===== config.mk =====
export PLATFORM = sky130hd
export DESIGN_NAME = ttc3_ctr_stream
export DESIGN_NICKNAME = d
export VERILOG_FILES = /design/src/rtl/ttc3_ctr_pkg.sv /design/src/rtl/ttc3_speck_round.sv /design/src/rtl/ttc3_ctr_stream.sv
export SDC_FILE = /design/constraint.sdc
export NUM_CORES = 2
export LEC_CHECK = 0
export BUFFER_PORTS_ARGS = -buffer_cell sky130_fd_sc_hd__buf_2
export CORE_MARGIN = 2
export CORE_UTILIZATION = 60
export CTS_CLUSTER_SIZE = 24
export DETAILED_ROUTE_END_ITERATION = 8
export PLACE_DENSITY = 0.82
export SLEW_MARGIN = 10
export SYNTH_ARGS = -nofsm -noshare
export SYNTH_HDL_FRONTEND = slang
export SYNTH_SLANG_ARGS = --single-unit

===== constraint.sdc =====
create_clock -name clock -period 39.5 [get_ports clock]
set_input_delay 7.9 -clock clock [delete_from_list [all_inputs] [get_ports clock]]
set_output_delay 7.9 -clock clock [all_outputs]
set_load 0.01 [all_outputs]

===== src/rtl/ttc3_ctr_pkg.sv =====
// Shared types and helpers for the SPECK CTR stream engine: FSM state codes, rotation amounts, rotates.
// Latency: n/a (declarations and pure functions only).
// Backpressure: n/a.
package ttc3_ctr_pkg;

  // FSM state codes, kept as plain constants so older tools and dumps see fixed encodings
  typedef logic [2:0] ctr_state_e;
  localparam ctr_state_e ST_IDLE    = 3'd0;
  localparam ctr_state_e ST_KSGEN   = 3'd1;
  localparam ctr_state_e ST_WAIT_IN = 3'd2;
  localparam ctr_state_e ST_OUT     = 3'd3;
  localparam ctr_state_e ST_ZEROIZE = 3'd4;
  localparam ctr_state_e ST_DONE    = 3'd5;

  // Widest SPECK word handled by the rotate helpers
  localparam int ROT_MAX_W = 32;

  // Right-rotation amount (alpha) for a given word width
  function automatic int rot_a(input int word_w);
    return (word_w == 16) ? 7 : 8;
  endfunction

  // Left-rotation amount (beta) for a given word width
  function automatic int rot_b(input int word_w);
    return (word_w == 16) ? 2 : 3;
  endfunction

  // Rotate right by sh within the low w bits of v
  function automatic logic [ROT_MAX_W-1:0] ror_w(input logic [ROT_MAX_W-1:0] v, input int sh, input int w);
    logic [ROT_MAX_W-1:0] mask;
    logic [ROT_MAX_W-1:0] vm;
    mask = {ROT_MAX_W{1'b1}} >> (ROT_MAX_W - w);
    vm   = v & mask;
    return ((vm >> sh) | (vm << (w - sh))) & mask;
  endfunction

  // Rotate left by sh within the low w bits of v
  function automatic logic [ROT_MAX_W-1:0] rol_w(input logic [ROT_MAX_W-1:0] v, input int sh, input int w);
    logic [ROT_MAX_W-1:0] mask;
    logic [ROT_MAX_W-1:0] vm;
    mask = {ROT_MAX_W{1'b1}} >> (ROT_MAX_W - w);
    vm   = v & mask;
    return ((vm << sh) | (vm >> (w - sh))) & mask;
  endfunction

endpackage


===== src/rtl/ttc3_speck_round.sv =====
// One SPECK encryption round plus one key-schedule step, purely combinational.
// Latency: 0 cycles (caller registers the results once per cycle).
// Backpressure: none; the caller decides when to take the outputs.
module ttc3_speck_round
  import ttc3_ctr_pkg::*;
#(
  parameter int WORD_W = 32,
  parameter int IDX_W  = 5
) (
  input  logic [WORD_W-1:0] x,
  input  logic [WORD_W-1:0] y,
  input  logic [WORD_W-1:0] k,
  input  logic [WORD_W-1:0] l0,
  input  logic [IDX_W-1:0]  idx,
  output logic [WORD_W-1:0] x_next,
  output logic [WORD_W-1:0] y_next,
  output logic [WORD_W-1:0] k_next,
  output logic [WORD_W-1:0] l_next
);

  localparam int ROT_A = rot_a(WORD_W);
  localparam int ROT_B = rot_b(WORD_W);

  logic [ROT_MAX_W-1:0] x_ror;
  logic [ROT_MAX_W-1:0] y_rol;
  logic [ROT_MAX_W-1:0] l0_ror;
  logic [ROT_MAX_W-1:0] k_rol;

  assign x_ror  = ror_w(ROT_MAX_W'(x),  ROT_A, WORD_W);
  assign y_rol  = rol_w(ROT_MAX_W'(y),  ROT_B, WORD_W);
  assign l0_ror = ror_w(ROT_MAX_W'(l0), ROT_A, WORD_W);
  assign k_rol  = rol_w(ROT_MAX_W'(k),  ROT_B, WORD_W);

  // Data round uses the current round key; the schedule step produces the next one
  assign x_next = (x_ror[WORD_W-1:0] + y) ^ k;
  assign y_next = y_rol[WORD_W-1:0] ^ x_next;
  assign l_next = (k + l0_ror[WORD_W-1:0]) ^ WORD_W'(idx);
  assign k_next = k_rol[WORD_W-1:0] ^ l_next;

endmodule


===== src/rtl/ttc3_ctr_stream.sv =====
// Multi-block SPECK CTR stream engine (1 round/cycle); build option TTC3_CTR_WRAP_ALLOW_EN lets the counter wrap.
// Latency: ROUNDS cycles keystream + >=1 cycle input wait + >=1 cycle output hold per block (ROUNDS+2 when streaming).
// Backpressure: in_ready only while waiting for a block; out_data held stable until out_ready; abort overrides both.
module ttc3_ctr_stream
  import ttc3_ctr_pkg::*;
#(
  parameter int WORD_W     = 32,
  parameter int ROUNDS     = 27,
  parameter int MAX_BLOCKS = 16,
  localparam int BLK_W     = 2 * WORD_W,
  localparam int KEY_W     = 4 * WORD_W,
  localparam int CNT_W     = $clog2(MAX_BLOCKS + 1)
) (
  input  logic             clock,
  input  logic             reset,
  input  logic             start,
  input  logic [KEY_W-1:0] key,
  input  logic [BLK_W-1:0] ctr_init,
  input  logic [CNT_W-1:0] num_blocks,
  input  logic             abort,
  input  logic [BLK_W-1:0] in_data,
  input  logic             in_valid,
  output logic             in_ready,
  output logic [BLK_W-1:0] out_data,
  output logic             out_valid,
  input  logic             out_ready,
  output logic             busy,
  output logic             done,
  output logic             err
);

  localparam int RND_W = $clog2(ROUNDS);

  ctr_state_e        state_q;
  ctr_state_e        state_d;
  logic [KEY_W-1:0]  key_q;
  logic [WORD_W-1:0] x_q, y_q, k_q, l0_q, l1_q, l2_q;
  logic [RND_W-1:0]  rnd_q;
  logic [BLK_W-1:0]  ctr_q;
  logic [CNT_W-1:0]  rem_q;
  logic [BLK_W-1:0]  out_q;
  logic              err_q;

  logic [WORD_W-1:0] x_nxt, y_nxt, k_nxt, l_nxt;
  logic [BLK_W-1:0]  ctr_inc;
  logic              num_ok;
  logic              accept, step, take_in, adv, zero, err_set;

  assign ctr_inc = ctr_q + BLK_W'(1);
  assign num_ok  = (num_blocks != '0) && (num_blocks <= CNT_W'(MAX_BLOCKS));

  ttc3_speck_round #(
    .WORD_W (WORD_W),
    .IDX_W  (RND_W)
  ) u_round (
    .x      (x_q),
    .y      (y_q),
    .k      (k_q),
    .l0     (l0_q),
    .idx    (rnd_q),
    .x_next (x_nxt),
    .y_next (y_nxt),
    .k_next (k_nxt),
    .l_next (l_nxt)
  );

  // Next-state and datapath strobes; abort in any busy state wins over every handshake
  always_comb begin
    state_d = state_q;
    accept  = 1'b0;
    step    = 1'b0;
    take_in = 1'b0;
    adv     = 1'b0;
    zero    = 1'b0;
    err_set = 1'b0;
    case (state_q)
      ST_IDLE: begin
        if (start) begin
          if (num_ok) begin
            accept  = 1'b1;
            state_d = ST_KSGEN;
          end else begin
            err_set = 1'b1;
            state_d = ST_ZEROIZE;
          end
        end
      end
      ST_KSGEN: begin
        step = 1'b1;
        if (rnd_q == RND_W'(ROUNDS - 1)) state_d = ST_WAIT_IN;
      end
      ST_WAIT_IN: begin
        if (in_valid) begin
          take_in = 1'b1;
          state_d = ST_OUT;
        end
      end
      ST_OUT: begin
        if (out_ready) begin
          adv = 1'b1;
          if (rem_q == CNT_W'(1)) begin
            state_d = ST_ZEROIZE;
          end else if (ctr_q == '1) begin
`ifdef TTC3_CTR_WRAP_ALLOW_EN
            state_d = ST_KSGEN;
`else
            err_set = 1'b1;
            state_d = ST_ZEROIZE;
`endif
          end else begin
            state_d = ST_KSGEN;
          end
        end
      end
      ST_ZEROIZE: begin
        zero    = 1'b1;
        state_d = ST_DONE;
      end
      ST_DONE: state_d = ST_IDLE;
      default: state_d = ST_IDLE;
    endcase
    if (abort && (state_q != ST_IDLE)) begin
      state_d = ST_ZEROIZE;
      step    = 1'b0;
      take_in = 1'b0;
      adv     = 1'b0;
      err_set = 1'b0;
    end
  end

  // State register
  always_ff @(posedge clock or posedge reset) begin
    if (reset) state_q <= ST_IDLE;
    else       state_q <= state_d;
  end

  // Key, schedule, keystream, counter and output registers; zeroize clears all secrets at once
  always_ff @(posedge clock or posedge reset) begin
    if (reset) begin
      key_q <= '0; ctr_q <= '0; rem_q <= '0; rnd_q <= '0; out_q <= '0;
      x_q <= '0; y_q <= '0; k_q <= '0; l0_q <= '0; l1_q <= '0; l2_q <= '0;
    end else if (zero) begin
      key_q <= '0; ctr_q <= '0; rem_q <= '0; rnd_q <= '0; out_q <= '0;
      x_q <= '0; y_q <= '0; k_q <= '0; l0_q <= '0; l1_q <= '0; l2_q <= '0;
    end else begin
      if (accept) begin
        key_q      <= key;
        ctr_q      <= ctr_init;
        rem_q      <= num_blocks;
        {x_q, y_q} <= ctr_init;
        k_q        <= key[WORD_W-1:0];
        l0_q       <= key[2*WORD_W-1:WORD_W];
        l1_q       <= key[3*WORD_W-1:2*WORD_W];
        l2_q       <= key[4*WORD_W-1:3*WORD_W];
        rnd_q      <= '0;
      end else if (adv) begin
        // Preload the next block's counter and the original key so KSGEN starts clean
        ctr_q      <= ctr_inc;
        rem_q      <= rem_q - CNT_W'(1);
        {x_q, y_q} <= ctr_inc;
        k_q        <= key_q[WORD_W-1:0];
        l0_q       <= key_q[2*WORD_W-1:WORD_W];
        l1_q       <= key_q[3*WORD_W-1:2*WORD_W];
        l2_q       <= key_q[4*WORD_W-1:3*WORD_W];
        rnd_q      <= '0;
      end else if (step) begin
        x_q   <= x_nxt;
        y_q   <= y_nxt;
        k_q   <= k_nxt;
        l0_q  <= l1_q;
        l1_q  <= l2_q;
        l2_q  <= l_nxt;
        rnd_q <= rnd_q + RND_W'(1);
      end
      if (take_in) out_q <= in_data ^ {x_q, y_q};
    end
  end

  // Sticky error: set by bad length or counter wrap, cleared only by an accepted start
  always_ff @(posedge clock or posedge reset) begin
    if (reset)        err_q <= 1'b0;
    else if (accept)  err_q <= 1'b0;
    else if (err_set) err_q <= 1'b1;
  end

  assign in_ready  = (state_q == ST_WAIT_IN) && !abort;
  assign out_valid = (state_q == ST_OUT) && !abort;
  assign out_data  = out_valid ? out_q : '0;
  assign busy      = (state_q != ST_IDLE);
  assign done      = (state_q == ST_DONE);
  assign err       = err_q;

endmodule


==> results.sh <==
export IMPL_num_rows=77
export IMPL_cts_buffers=49
export IMPL_status="completed"
export IMPL_arrival_ps=9570
export IMPL_synthArstFlopShare=1.000
export IMPL_grt_max_degree=197
export IMPL_io_buffers=335
export IMPL_pre_cts_ws_ps=22060
export IMPL_cts_max_path_buffers=3
export IMPL_leakage_uw=0.01400
export IMPL_setup_viol=0
export IMPL_wl_per_cell_um=22.67
export IMPL_synth_warnings=0
export IMPL_synth_edf_count=0
export IMPL_multi_input_area_sq_um=14730
export IMPL_r2r_start="state_q[2]"
export IMPL_timing_rr_end="l2_q[21]"
export IMPL_antenna_found_initial=4
export IMPL_clkTransAtPathRegs_ps=60
export IMPL_ys_ff_latch=462
export IMPL_worstMarginPinSlew_ps=1145
export IMPL_drt_iter0_drc=2757
export IMPL_ios=336
export IMPL_period_needed_ps=17470
export IMPL_tns_ps=0
export IMPL_fin_crit_sh=0.4423
export IMPL_critPathLaunchType="input port"
export IMPL_detail_route_antenna_nets=0
export IMPL_endpoint_kind="primary output"
export IMPL_synth_nets=3448
export IMPL_hold_buffers=0
export IMPL_dp_hpwl_um=61640
export IMPL_grt_pass1_wl_um=138200
export IMPL_grt_pass1_vias=24510
export IMPL_drv_slew=0
export IMPL_die_height_um=216.7
export IMPL_maxCapViolations=0
export IMPL_nets=3653
export IMPL_rsz0062_at_grt="false"
export IMPL_cts_root_buf="clkbuf_16"
export IMPL_postCtsSetupBuffers=0
export IMPL_whs_endpoint="l2_q[15]"
export IMPL_synthFlopType="dfrtp_1"
export IMPL_synthCells=3112
export IMPL_min_from="l2_q[15]"
export IMPL_track_usage=0.3772
export IMPL_clkLatencyLatePin_ps=610
export IMPL_initial_utilization=0.6111
export IMPL_syn_to_final_growth_pct=12.94
export IMPL_synth_seq_area_share=0.4259
export IMPL_routed_wl_um=89460
export IMPL_cts_tree="yes"
export IMPL_drt_pass1_iterations=6
export IMPL_fp_dieW_um=216.7
export IMPL_coreArea_sq_um=44410
export IMPL_fill_cells=3502
export IMPL_critPathRequiredTime_ps=31600
export IMPL_final_core_util=0.6902
export IMPL_drc_errors=0
export IMPL_ff2ff_path_depth=10
export IMPL_final_setup_worst_slack_ps=22030
export IMPL_path_class="in -> out"
export IMPL_netlist_area_sq_um=27140
export IMPL_routabilityCongestion=0.9932
export IMPL_worstPathMaxFanout=69
export IMPL_grt_overflow_total=0
export IMPL_peakVddDrop_uv=99.50
export IMPL_synth_cell_types=72
export IMPL_cts_resized=0
export IMPL_worst_r2r_setup_slack_ps=34920
export IMPL_powerDensity_nw_per_um2=92.58
export IMPL_hold_path_class="reg -> reg"
export IMPL_power_uw=2838
export IMPL_hold_path_cell_count=1
export IMPL_vias=25420
export IMPL_fin_skew_ps=19.36
export IMPL_hold_viol=0
export IMPL_clock_sinks=462
export IMPL_die_area_sq_um=46950
export IMPL_htreeDepth=2
export IMPL_regArea_sq_um=11560
export IMPL_avgSynthCellArea_sq_um=8.722
export IMPL_relSlewSlack=0.2364
export IMPL_viasPerCell=6.441
export IMPL_max_freq_mhz=57.24
export IMPL_drive_above_1_share=0.1393
cell usage after synthesis (17+ instances only):
library cell	count	share of area
nand4_1	21	0.0048
and3_1	27	0.0062
ha_1	67	0.031
mux2i_1	68	0.025
a211oi_1	32	0.0089
o31ai_1	17	0.0047
nand3_1	111	0.020
buf_1	26	0.0036
clkbuf_1	177	0.024
a21o_1	52	0.014
xor2_1	95	0.031
inv_1	35	0.0048
o211ai_1	25	0.0069
xnor2_1	203	0.066
o221ai_1	42	0.014
dfrtp_1	462	0.43
o21ai_0	307	0.057
nor2_1	194	0.027
a21oi_1	305	0.056
a22o_1	73	0.024
and2_1	78	0.018
nand2_1	477	0.066
nor3_1	35	0.0065
report_power, final:
group	switching (uW)	leakage [uW]	internal, uW
logic	906	0.00713	578
clock network	198	0.000768	267
registers	221	0.00611	668
total	1320	0.0140	1510
stage by stage:
| step | cell area [sq um] | hold slack (ps) | cells |
|---|---|---|---|
| after floorplan | 27140 | 447.8 | 3112 |
| after global placement | 29070 | 457.5 | 3858 |
| final | 30650 | 478.9 | 3947 |
| after global routing | 30650 | 501.7 | 3947 |
| after detailed placement | 29070 | 465.2 | 3858 |
| after CTS | 30650 | 477.9 | 3944 |
worst max path at each step:
stage | from | endpoint | slack (ps)
finish | abort | out_data[4] | 22030
global route | abort | out_data[3] | 21900
CTS | abort | out_data[4] | 22060
detailed placement | abort | out_data[4] | 22060
global placement | abort | out_data[0] | 22170
floorplan | reset | ctr_q[0] | 18720
worst max-delay path, cell delays in order:
cell	delay, ps
buf_2	130
nor2_1	230
and3_2	870
and2_1	250
buf_2	130
layout by cell type, fill, tap and decap left out, types with 49 or more instances in the layout:
cell type,instances
a21o_1,52
a21oi_1,305
a22o_1,73
and2_1,76
buf_2,335
clkbuf_16,49
dfrtp_1,462
ha_1,67
mux2i_1,68
nand2_1,474
nand3_1,110
nor2_1,190
o21ai_0,307
xnor2_1,203
xor2_1,95
metal layers:
metal	share of wire	vias to the layer above	track usage	wire length, um
met5	0.00013	-	0	12
li1	-	11420	-	-
met3	0.097	261	0.06512	8693
met2	0.45	1469	0.5877	40660
met4	0.047	2	0.1749	4204
met1	0.40	12270	0.5169	35890
sequential cells by signal (all words and copies together) (netlist names):
register	flops
out_q	64
x_q	32
ctr_q	64
k_q	32
y_q	32
err	1
key_q	128
rnd_q	5
l2_q	32
l1_q	32
rem_q	5
state_q	3
l0_q	32
kinds of logic (layout without fill, tap and decap cells):
family,count (synthesis),after routing,synth area share
and+or+nand+nor,1005,1005,0.1665
AOI/OAI and AO/OA,965,965,0.2182
DFF,462,462,0.4259
xor gates and xnor gates,300,300,0.09782
buffers and inverters,243,483,0.03416
adders and majority gates,69,69,0.03236
muxes,68,68,0.02508
other,0,3,0
layout make-up:
class | instances | area share
multi-input combinational | 2407 | 0.4804
antenna | 3 | 0.0002449
sequential | 462 | 0.3771
clock buffer | 70 | 0.04453
tap | 592 | 0.02416
clock inverter | 16 | 0.006898
inverter | 35 | 0.004531
timing repair buffer | 362 | 0.06212
Power figures use the tool's default switching activity.
